## src/rtl/bf8b_fetch_if.sv

```systemverilog
// bf8b fetch stage bus bundle: program-memory read port, decode handshake,
// execute feedback (retire/branch/halt) and fetch status outputs.
interface bf8b_fetch_if #(
  parameter int AW = 6
) ();
  logic [AW-1:0] mem_addr;
  logic          mem_rd;
  logic [7:0]    mem_data;
  logic          mem_valid;
  logic [7:0]    inst;
  logic          dec_en;
  logic          dec_ready;
  logic          exec_done;
  logic          branch_en;
  logic [AW-1:0] branch_addr;
  logic          halt;
  logic [AW-1:0] pc;
  logic          halted;
  logic          fault;

  // Fetch stage side.
  modport master (
    output mem_addr, mem_rd, inst, dec_en, pc, halted, fault,
    input  mem_data, mem_valid, dec_ready, exec_done, branch_en,
           branch_addr, halt
  );

  // Memory / decode / execute side.
  modport slave (
    input  mem_addr, mem_rd, inst, dec_en, pc, halted, fault,
    output mem_data, mem_valid, dec_ready, exec_done, branch_en,
           branch_addr, halt
  );
endinterface

```

## src/rtl/bf8b_fetch.sv

```systemverilog
// bf8b instruction fetch stage. Owns the PC, reads one byte per fetch from
// program memory, hands it to decode, then waits for execute to retire it
// (optionally redirecting the PC on a branch). A halt request parks the stage
// in HALTED until reset.
// Optional feature: define FETCH_WATCHDOG_EN to add a memory-wait watchdog
// that raises a sticky fault and halts after TIMEOUT unanswered FETCH cycles.
module bf8b_fetch #(
  parameter int            AW       = 6,
  parameter logic [AW-1:0] RESET_PC = {AW{1'b0}},
  parameter int            TIMEOUT  = 15
) (
  input logic         clk,
  input logic         rst_n,
  bf8b_fetch_if.master bus
);

  localparam logic [1:0] ST_FETCH     = 2'd0;
  localparam logic [1:0] ST_DISPATCH  = 2'd1;
  localparam logic [1:0] ST_WAIT_EXEC = 2'd2;
  localparam logic [1:0] ST_HALTED    = 2'd3;

  logic [1:0]    state_r;
  logic [AW-1:0] pc_r;
  logic [7:0]    inst_r;
  logic          mem_rd_r;
  logic          dec_en_r;
  logic          halted_r;
  logic          first_r;     // first DISPATCH cycle: dec_ready may be stale
  logic          fault_r;
  logic          wd_trip_s;   // watchdog expiry taken this cycle

`ifdef FETCH_WATCHDOG_EN
  localparam int CW = $clog2(TIMEOUT + 1);

  logic [CW-1:0] wd_cnt_r;
  logic          wd_at_limit_s;

  assign wd_at_limit_s = (wd_cnt_r == CW'(TIMEOUT - 1));
  // halt and an arriving mem_valid both outrank the watchdog.
  assign wd_trip_s = (state_r == ST_FETCH) && !bus.halt && !bus.mem_valid &&
                     wd_at_limit_s;

  // Count consecutive unanswered FETCH cycles; zero outside FETCH so every
  // entry into FETCH starts a fresh window.
  always_ff @(posedge clk or negedge rst_n) begin
    if (!rst_n) begin
      wd_cnt_r <= {CW{1'b0}};
    end else if ((state_r != ST_FETCH) || bus.mem_valid) begin
      wd_cnt_r <= {CW{1'b0}};
    end else if (!wd_at_limit_s) begin
      wd_cnt_r <= wd_cnt_r + {{(CW-1){1'b0}}, 1'b1};
    end
  end

  // Sticky fault flag, cleared only by reset.
  always_ff @(posedge clk or negedge rst_n) begin
    if (!rst_n) begin
      fault_r <= 1'b0;
    end else if (wd_trip_s) begin
      fault_r <= 1'b1;
    end
  end
`else
  assign wd_trip_s = 1'b0;
  assign fault_r   = 1'b0;
`endif

  // Main fetch/dispatch/retire sequencer; halt overrides every transition.
  always_ff @(posedge clk or negedge rst_n) begin
    if (!rst_n) begin
      state_r  <= ST_FETCH;
      pc_r     <= RESET_PC;
      inst_r   <= 8'h00;
      mem_rd_r <= 1'b0;
      dec_en_r <= 1'b0;
      halted_r <= 1'b0;
      first_r  <= 1'b0;
    end else if (bus.halt && (state_r != ST_HALTED)) begin
      state_r  <= ST_HALTED;
      mem_rd_r <= 1'b0;
      dec_en_r <= 1'b0;
      halted_r <= 1'b1;
    end else begin
      case (state_r)
        ST_FETCH: begin
          if (bus.mem_valid) begin
            inst_r   <= bus.mem_data;
            pc_r     <= pc_r + {{(AW-1){1'b0}}, 1'b1};
            mem_rd_r <= 1'b0;
            dec_en_r <= 1'b1;
            first_r  <= 1'b1;
            state_r  <= ST_DISPATCH;
          end else if (wd_trip_s) begin
            mem_rd_r <= 1'b0;
            halted_r <= 1'b1;
            state_r  <= ST_HALTED;
          end else begin
            mem_rd_r <= 1'b1;
          end
        end
        ST_DISPATCH: begin
          if (first_r) begin
            first_r <= 1'b0;
          end else if (bus.dec_ready) begin
            dec_en_r <= 1'b0;
            state_r  <= ST_WAIT_EXEC;
          end
        end
        ST_WAIT_EXEC: begin
          if (bus.exec_done) begin
            if (bus.branch_en) begin
              pc_r <= bus.branch_addr;
            end
            mem_rd_r <= 1'b1;
            state_r  <= ST_FETCH;
          end
        end
        ST_HALTED: begin
          mem_rd_r <= 1'b0;
          dec_en_r <= 1'b0;
          halted_r <= 1'b1;
        end
        default: begin
          mem_rd_r <= 1'b0;
          dec_en_r <= 1'b0;
          halted_r <= 1'b1;
          state_r  <= ST_HALTED;
        end
      endcase
    end
  end

  assign bus.mem_addr = pc_r;
  assign bus.mem_rd   = mem_rd_r;
  assign bus.inst     = inst_r;
  assign bus.dec_en   = dec_en_r;
  assign bus.pc       = pc_r;
  assign bus.halted   = halted_r;
  assign bus.fault    = fault_r;

endmodule
```

## src/flat_wrapper.sv

```systemverilog
// flat-port wrapper written by rule: the top's interface ports become plain ports
module bf8b_fetch_flat 
#(
  parameter int            AW       = 6,
  parameter logic [AW-1:0] RESET_PC = {AW{1'b0}},
  parameter int            TIMEOUT  = 15
)
  (clk, rst_n, bus_mem_addr, bus_mem_rd, bus_inst, bus_dec_en, bus_pc, bus_halted, bus_fault, bus_mem_data, bus_mem_valid, bus_dec_ready, bus_exec_done, bus_branch_en, bus_branch_addr, bus_halt);
  bf8b_fetch_if #(.AW(AW)) bus_i ();
  input logic clk;
  input logic rst_n;
  output wire logic [$bits(bus_i.mem_addr)-1:0] bus_mem_addr;
  output wire logic [$bits(bus_i.mem_rd)-1:0] bus_mem_rd;
  output wire logic [$bits(bus_i.inst)-1:0] bus_inst;
  output wire logic [$bits(bus_i.dec_en)-1:0] bus_dec_en;
  output wire logic [$bits(bus_i.pc)-1:0] bus_pc;
  output wire logic [$bits(bus_i.halted)-1:0] bus_halted;
  output wire logic [$bits(bus_i.fault)-1:0] bus_fault;
  input wire logic [$bits(bus_i.mem_data)-1:0] bus_mem_data;
  input wire logic [$bits(bus_i.mem_valid)-1:0] bus_mem_valid;
  input wire logic [$bits(bus_i.dec_ready)-1:0] bus_dec_ready;
  input wire logic [$bits(bus_i.exec_done)-1:0] bus_exec_done;
  input wire logic [$bits(bus_i.branch_en)-1:0] bus_branch_en;
  input wire logic [$bits(bus_i.branch_addr)-1:0] bus_branch_addr;
  input wire logic [$bits(bus_i.halt)-1:0] bus_halt;
  assign bus_mem_addr = bus_i.mem_addr;
  assign bus_mem_rd = bus_i.mem_rd;
  assign bus_inst = bus_i.inst;
  assign bus_dec_en = bus_i.dec_en;
  assign bus_pc = bus_i.pc;
  assign bus_halted = bus_i.halted;
  assign bus_fault = bus_i.fault;
  assign bus_i.mem_data = bus_mem_data;
  assign bus_i.mem_valid = bus_mem_valid;
  assign bus_i.dec_ready = bus_dec_ready;
  assign bus_i.exec_done = bus_exec_done;
  assign bus_i.branch_en = bus_branch_en;
  assign bus_i.branch_addr = bus_branch_addr;
  assign bus_i.halt = bus_halt;
  bf8b_fetch #(.AW(AW), .RESET_PC(RESET_PC), .TIMEOUT(TIMEOUT)) u_core (.clk(clk), .rst_n(rst_n), .bus(bus_i));
endmodule
```

## config.mk

```make
export PLATFORM = sky130hd
export DESIGN_NAME = bf8b_fetch_flat
export DESIGN_NICKNAME = d
export VERILOG_FILES = /design/src/rtl/bf8b_fetch_if.sv /design/src/rtl/bf8b_fetch.sv /design/src/flat_wrapper.sv
export SDC_FILE = /design/constraint.sdc
export NUM_CORES = 1
export LEC_CHECK = 0
export CAP_MARGIN = 20
export CORE_MARGIN = 2
export CORE_UTILIZATION = 35
export DETAILED_ROUTE_END_ITERATION = 6
export PLACE_DENSITY = 0.69
export SLEW_MARGIN = 20
export SYNTH_ARGS = -nofsm -noshare
export SYNTH_HDL_FRONTEND = slang
export SYNTH_SLANG_ARGS = --single-unit
export TNS_END_PERCENT = 30
```

## constraint.sdc

```tcl
create_clock -name clk -period 1.9 [get_ports clk]
set_input_delay 0.285 -clock clk [delete_from_list [all_inputs] [get_ports clk]]
set_output_delay 0.285 -clock clk [all_outputs]
set_load 0.03 [all_outputs]
```

==> qor.yml, run 1 <==
period_needed_ps: 1830
finalInstanceArea_mm2: 0.00176
vias: 999
drtAntennaViolNets: 0
p_sw_mw: 1.30
cts_sinks: 20
seq_area_um2: 502
rrSetupSlack_ps: 70
p_leak_nw: 0.741
reg2reg_to: "u_core.bus.mem_addr[5]$_DFFE_PN0P_"
cts_buffers: 3
layout-drive-gt1-share: 0.186
end_kind: "flop"
ios: 45
drt-pass1-iter-count: 4
area_delta_synth_final_pct: 53.3
synth_warnings: 0
arrival_ps: 2080
syn_inst: 113
clock_path_buffers: 2
fillers: 293
final_common_cell: "clkdlybuf4s50_1"
synth_seq_cells: 20
routedWlPerCell_um: 12.9
fin_crit_sh: 0.965
rr_startpoint: "u_core.state_r[1]$_DFFE_PN0P_"
ys_seq_area_frac: 0.436
critPathRequiredTime_ps: 2150
antenna_cells: 0
max_freq_mhz: 545
status: "completed"
seq_power_share: 0.263
tns_ps: 0
synth.distinct_cells: 34
cellPowerDensity_mw_per_mm2: 1700
place_area_mm2: 0.00163
finClkSkew_ps: 1.05
layout_common_cells: "43 x clkdlybuf4s50_1, 19 x dfrtp_1, 10 x buf_4, 8 x nor2_1, 8 x a21oi_1"
die_y_um: 61.3
grt-ovfl-total: 0
cts_tree: "built"
first_iter_violations: 85
hold_violations: 0
numPortBuffers: 43
syn_area_per_cell_um2: 10.2
setup_violations: 0
viasPerCell: 4.87
cts-root-buf: "clkbuf_4"
swShare: 0.434
multi_input_area_um2: 603
dp_slack_ps: -14.4
dieArea_mm2: 0.00376
drc: 0
rows: 20
syn_nets: 140
die_w_um: 61.3
total_power_mw: 3.00
p_int_mw: 1.70
p_comb_frac: 0.620
hp-class: "in2async"
grt_pass1_vias: 880
max_cap_viol_count: 0
grt_max_degree: 21
clk_latency_ps: 300
postLayoutSetupSlackWorst_ps: 66.2
hold_buffers: 0
pwr-share-clk: 0.117
grtUsageTotal: 0.145
synth_area_mm2: 0.00115
finalMaxSlewViolations: 0
grt_pass1_wl_um: 4020
whs_ps: 313
cts_max_level: 1
cp-start-kind: "flop"
dp.final_hpwl_um: 1970
antenna_found_initial: 0
drt_wl_total_um: 2650
start_util: 0.373
nets: 189
path_class: "reg2reg"
clk_pin_slew_ps: 120
grt_setup_unrepaired: "false"
r2r_cells: 7
crit_fanout: 4
ir_drop_mv: 0.723
globalplace.congestion: 0.835
core_mm2: 0.00308
metal layers:
metal | GRT usage | wire [um]
met2 | 0.248 | 1310
met1 | 0.181 | 1160
met4 | 0.0559 | 13
met3 | 0.0294 | 170
met5 | 0 | 0
worst max-delay path by stage:
stage / end / cells after the start / slack (ps) / start
global placement: u_core.state_r[1]$_DFFE_PN0P_ / 5 / 70 / bus_mem_valid
finish: u_core.bus.mem_addr[5]$_DFFE_PN0P_ / 7 / 70 / u_core.state_r[1]$_DFFE_PN0P_
detailed placement: u_core.bus.mem_addr[5]$_DFFE_PN0P_ / 6 / -10 / u_core.state_r[1]$_DFFE_PN0P_
global route: u_core.bus.mem_addr[5]$_DFFE_PN0P_ / 7 / 2 / u_core.state_r[1]$_DFFE_PN0P_
floorplan: u_core.bus.mem_addr[5]$_DFFE_PN0P_ / 7 / 120 / u_core.state_r[0]$_DFFE_PN0P_
CTS: u_core.bus.mem_addr[5]$_DFFE_PN0P_ / 6 / 20 / u_core.state_r[1]$_DFFE_PN0P_
synthesized netlist by cell type, drive strengths merged:
library cell,count,area [um^2]
dfrtp,20,500
buf,10,70.1
a21oi,8,40.0
mux2,8,90.1
nor2,8,30.0
ha,6,75.1
inv,6,22.5
nand2,6,22.5
o21ai,6,30.0
nand3,4,20.0
mux2i,3,30.0
nand2b,3,18.8
nor2b,3,26.3
and2,2,12.5
nor3,2,10.0
o22ai,2,12.5
o32a,2,20.0
a21boi,1,7.51
a21o,1,7.51
a22o,1,8.76
a22oi,1,7.51
a32o,1,10.0
a32oi,1,8.76
and3,1,6.26
conb,1,3.75
nand4,1,6.26
nor4,1,21.3
or2,1,6.26
or3,1,6.26
or4,1,7.51
or4b,1,10.0
kinds of logic after synthesis:
family,after synthesis,synth area share
AND/OR/NAND/NOR,35,0.178
flip-flops,20,0.436
adder cells (fa/ha/maj),6,0.0654
buffers and inverters,16,0.0806
AO/OA/AOI/OAI,24,0.133
multiplexers,11,0.105
other,1,0.00326
power groups by stage:
stage / Combinational, mW / Clock [mW] / Sequential [mW]
6_report: 1.86 / 0.351 / 0.789
5_1_grt: 2.00 / 0.387 / 0.814
4_1_cts: 1.74 / 0.362 / 0.785
3_5_place_dp: 1.73 / 0 / 0.794
3_3_place_gp: 1.71 / 0 / 0.776
2_1_floorplan: 0.849 / 0 / 1.08
through the flow:
| step | utilization | cells |
|---|---|---|
| floorplan | - | 113 |
| global placement | 0.529 | 197 |
| detailed placement | 0.529 | 197 |
| CTS | 0.547 | 201 |
| global route | 0.572 | 205 |
| finish | 0.572 | 205 |
registers in the layout (all words and copies together), names as in the netlist:
signal and count:
u_core.bus.dec_en 1, u_core.state_r 2, u_core.first_r 1, u_core.bus.mem_rd 1
u_core.bus.halted 1, u_core.bus.inst 8, u_core.bus.mem_addr 6
cell type report:
| class | instances | share of cell area |
|---|---|---|
| Clock inverter | 1 | 0.0171 |
| Multi-Input combinational cell | 77 | 0.343 |
| Sequential cell | 20 | 0.285 |
| Inverter | 6 | 0.0128 |
| Timing Repair Buffer | 54 | 0.299 |
| Tap cell | 44 | 0.0313 |
| Clock buffer | 3 | 0.0128 |
critical path, cell delays in order (launching register included):
cell and delay (ps):
dfrtp_2 470, inv_2 100, ha_4 130, buf_4 100
mux2i_2 80, nor4_4 340, or4b_4 500, nand3_2 70
what timing repair did:
item	4_1_cts	5_1_grt
endpoints found under the hold margin	0	0
resized for setup	1	12
setup endpoints to repair	2	3
pin swaps	0	2
setup buffers	0	4
(Power assumes the default switching activity.)
==> inputs of run 2 (changes only) <==
PLACE_DENSITY = 0.78   (was 0.69)
==> run 2 against run 1 <==
  * Power down 3.6%
  * Clock-buffer cell count unchanged
  * Critical path type unchanged
  * Largest cell class unchanged
  * Non-clock buffer count shrank 3
  * Largest power group unchanged
  * Highest routed layer is now met3
==> qor.yml, run 2 (synthesis results as in run 1) <==
status: "completed"
numPortBuffers: 43  # unchanged
dp_slack_ps: 44.7  # +59.0 ps
clk_pin_slew_ps: 120  # about the same
finClkSkew_ps: 12.0  # +10.9 ps
die_y_um: 61.3  # unchanged
start_util: 0.373  # unchanged
core_mm2: 0.00308  # unchanged
finalMaxSlewViolations: 0  # unchanged
clk_latency_ps: 300  # about the same
cellPowerDensity_mw_per_mm2: 1700  # about the same
final_common_cell: "clkdlybuf4s50_1"
layout_common_cells: "43 x clkdlybuf4s50_1, 20 x dfrtp_1, 8 x nor2_1, 8 x a21oi_1, 7 x buf_4"
first_iter_violations: 32  # -62%
path_class: "reg2reg"
routedWlPerCell_um: 12.0  # -7.2%
drt_wl_total_um: 2430  # -8.6%
place_area_mm2: 0.00164  # +0.46%
grt_pass1_wl_um: 4070  # +1.4%
antenna_cells: 0  # unchanged
dieArea_mm2: 0.00376  # unchanged
vias: 978  # -2.1%
grt_pass1_vias: 937  # +6.5%
drtAntennaViolNets: 0  # unchanged
finalInstanceArea_mm2: 0.00170  # -3.6%
cp-start-kind: "flop"
rows: 20  # unchanged
fin_crit_sh: 0.949  # -0.0160
p_leak_nw: 0.725  # -2.1%
drc: 0  # unchanged
grt_max_degree: 21  # unchanged
cts-root-buf: "clkbuf_4"
clock_path_buffers: 2  # unchanged
die_w_um: 61.3  # unchanged
nets: 186  # -1.6%
antenna_found_initial: 0  # unchanged
crit_fanout: 4  # unchanged
cts_max_level: 1  # unchanged
area_delta_synth_final_pct: 47.8
end_kind: "flop"
critPathRequiredTime_ps: 2090  # -60 ps
max_freq_mhz: 555  # +1.7%
ir_drop_mv: 0.817  # +13%
drt-pass1-iter-count: 5  # +1
globalplace.congestion: 0.918  # +9.9%
hp-class: "in2async"
viasPerCell: 4.84  # -0.65%
cts_sinks: 20  # unchanged
cts_buffers: 3  # unchanged
max_cap_viol_count: 0  # unchanged
layout-drive-gt1-share: 0.127  # -0.0598
largest_register_ffs: 8  # unchanged
arrival_ps: 1990  # -90 ps
grtUsageTotal: 0.143  # -0.00225
hold_violations: 0  # unchanged
grt_setup_unrepaired: "false"
dp.final_hpwl_um: 1930  # -2.3%
setup_violations: 0  # unchanged
postLayoutSetupSlackWorst_ps: 96.6  # +30.4 ps
period_needed_ps: 1800  # -30.4 ps
tns_ps: 0  # unchanged
ios: 45  # unchanged
cts_tree: "built"
grt-ovfl-total: 0  # unchanged
## run 2: power by group
group          internal [mW]  switching [mW]  total [mW]
sequential             0.611           0.160       0.770
combinational          0.823           0.950        1.77
clock                  0.213           0.135       0.348
total                   1.65            1.25        2.89
## run 2: layer usage
layer  track usage  wire (um)  vias up
met4        0.0186          0        0
met2         0.251       1190       31
li1              -          -      481
met5             0          0        -
met3        0.0315        158        0
met1         0.186       1080      466
## run 2: timing repair
| action | 4_1_cts | 5_1_grt |
|---|---|---|
| gates resized for setup | 0 | 3 |
| setup buffers | 0 | 0 |
| hold buffers | 0 | 0 |
| endpoints found under the hold margin | 0 | 0 |
| setup endpoints to repair | 0 | 3 |
## run 2: critical path, cell delays in order (launching register included)
cell     delay [ps]
dfrtp_1         390
inv_1            90
ha_1            210
nor2b_2         190
a21o_1          200
or4_4           430
o32a_1          190
## run 2: stage by stage
| step | utilization | std cells | hold slack [ps] | total power, mW |
|---|---|---|---|---|
| global placement | 0.532 | 198 | 456 | 2.49 |
| global route | 0.552 | 202 | 315 | 3.10 |
| floorplan | - | 113 | -10.6 | 1.93 |
| detailed placement | 0.532 | 198 | 457 | 2.54 |
| CTS | 0.549 | 202 | 309 | 2.89 |
| finish | 0.552 | 202 | 303 | 2.89 |
## run 2: cell type report
type / count / area [um^2]
clock buffer: 3 / 22.5
timing repair buffer: 51 / 503
multi-input combinational: 77 / 564
fill: 266 / 1380
inverter: 6 / 22.5
tap: 44 / 55.1
sequential: 20 / 500
clock inverter: 1 / 30.0
## run 2: final timing paths
kind                                                     from  depth (start not counted)                              to  slack [ps]
max in group asynchronous                               rst_n                          2   u_core.bus.mem_rd$_DFFE_PN0P_        1380
worst min register to register  u_core.bus.halted$_DFFE_PN0P_                          1   u_core.bus.halted$_DFFE_PN0P_         490
min in group clk                u_core.bus.halted$_DFFE_PN0P_                          1   u_core.bus.halted$_DFFE_PN0P_         490
worst max-delay path            u_core.state_r[1]$_DFFE_PN0P_                          6   u_core.state_r[1]$_DFFE_PN0P_         100
worst min-delay path                                    rst_n                          2  u_core.bus.inst[3]$_DFFE_PN0P_         300
worst max register to register  u_core.state_r[1]$_DFFE_PN0P_                          6   u_core.state_r[1]$_DFFE_PN0P_         100
==> RTL change, RTL diff (flow settings as in run 1) <==
`AW` is set to 6 in 3 places; all go to 7.
--- a/src/rtl/bf8b_fetch_if.sv
+++ b/src/rtl/bf8b_fetch_if.sv
@@ -1,7 +1,7 @@
 // bf8b fetch stage bus bundle: program-memory read port, decode handshake,
 // execute feedback (retire/branch/halt) and fetch status outputs.
 interface bf8b_fetch_if #(
-  parameter int AW = 6
+  parameter int AW = 7
 ) ();
   logic [AW-1:0] mem_addr;
   logic          mem_rd;
--- a/src/rtl/bf8b_fetch.sv
+++ b/src/rtl/bf8b_fetch.sv
@@ -5,7 +5,7 @@
 // Optional feature: define FETCH_WATCHDOG_EN to add a memory-wait watchdog
 // that raises a sticky fault and halts after TIMEOUT unanswered FETCH cycles.
 module bf8b_fetch #(
-  parameter int            AW       = 6,
+  parameter int            AW       = 7,
   parameter logic [AW-1:0] RESET_PC = {AW{1'b0}},
   parameter int            TIMEOUT  = 15
 ) (
--- a/src/flat_wrapper.sv
+++ b/src/flat_wrapper.sv
@@ -1,7 +1,7 @@
 // flat-port wrapper written by rule: the top's interface ports become plain ports
 module bf8b_fetch_flat 
 #(
-  parameter int            AW       = 6,
+  parameter int            AW       = 7,
   parameter logic [AW-1:0] RESET_PC = {AW{1'b0}},
   parameter int            TIMEOUT  = 15
 )
Ports: changed (resized bus_branch_addr, bus_mem_addr and bus_pc); port bits go from 45 to 48. The function was not compared with the original's and may differ.
==> RTL change against run 1 <==
- routed wire length is 19% higher
- area after synthesis is 10% higher
- worst setup slack better by 0.043 ns
- clock power is 35% lower
- total power is 2.5% lower
- sequential cell count is 1 higher
- final area is 3.8% higher
- critical path depth is 1 lower
==> RTL change: results (changes against run 1) <==
stage;metric;value;unit;change
finish;sequential cell area share;0.289;;+0.00404
power;Comb pwr share;0.644;;+0.024
logic_synthesis;#FFs+latches synth;21;;+5.0%
detailed_routing;Vias;1146;;+15%
power;Int Pwr;1.60;mW;-5.9%
logic_synthesis;top cells by area, synth;dfrtp_1 (41%), mux2_2 (8.0%), buf_4 (6.5%), ha_1 (5.9%), o21ai_0 (3.6%);;
finish;fin util;0.535;;-0.0372
placement;Post-Place Cells;215;;+9.1%
detailed_routing;metal3 WL;132;um;-22%
worst_setup_path;cell count of the worst reg-to-reg path;6;;-1
worst_setup_path;FF-to-FF End;u_core.bus.mem_addr[2];;
status;status;complete, no violations;;
grt;vias in the first global route;1134;;+29%
power;worst vdd ir;677;uV;-6.5%
grt;global-route wire length before repair;5110;um;+27%
detailed_routing;initial DRC count;37;;-56%
worst_setup_path;worst r2r src;u_core.state_r[0];;
floorplanning;core box area;3420;um^2;+11%
finish;NonClk Buf Share;0.301;;+0.00286
sta;clock skew;0.00780;ns;+0.00675 ns
worst_setup_path;crit path DAT;2.05;ns;-0.03 ns
finish;nets@finish;204;;+7.9%
finish;Signal buffers;58;;+7.4%
worst_setup_path;CP max stage delay;0.52;ns;+0.02 ns
finish;multi-input gate share of the layout cell area;0.355;;+0.0122
detailed_routing;met2 routed WL;1690;um;+29%
grt;met1 Track Usage GR;0.183;;+0.00201
grt;grt met3 use;0.0370;;+0.00756
logic_synthesis;compound-cell area share of the yosys netlist;0.169;;+0.0357
logic_synthesis;mux cell area share after synthesis;0.0957;;-0.00891
grt;largest net degree at the start of global routing;22;;+4.8%
worst_setup_path;R2R Setup Slk;0.11;ns;+0.04 ns
finish;clk cell area share;0.0151;;-0.0148
finish;share of cells above drive strength 1;0.189;;+0.00224
finish;count of non-CTS inverters in the layout;4;;-2
logic_synthesis;cell count after synthesis;125;;+11%
## RTL change: worst max-delay path by stage
stage,start,end,slack [ns],cells past startpoint
2_1_floorplan,u_core.state_r[0],u_core.bus.mem_addr[2],0.17,6
3_3_place_gp,bus_mem_valid,u_core.bus.mem_addr[2],0.1,5
3_5_place_dp,u_core.state_r[1],u_core.bus.inst[0],-0.002,4
4_1_cts,u_core.state_r[1],u_core.bus.mem_addr[2],0.03,6
5_1_grt,u_core.state_r[0],u_core.bus.mem_addr[2],-0.01,6
6_report,u_core.state_r[0],u_core.bus.mem_addr[2],0.11,6
## RTL change: repair_timing
action | in CTS | in global routing
buffers inserted | 0 | 2
endpoints found under the setup margin | 8 | 17
resized for setup | 1 | 5
gates cloned | 0 | 0
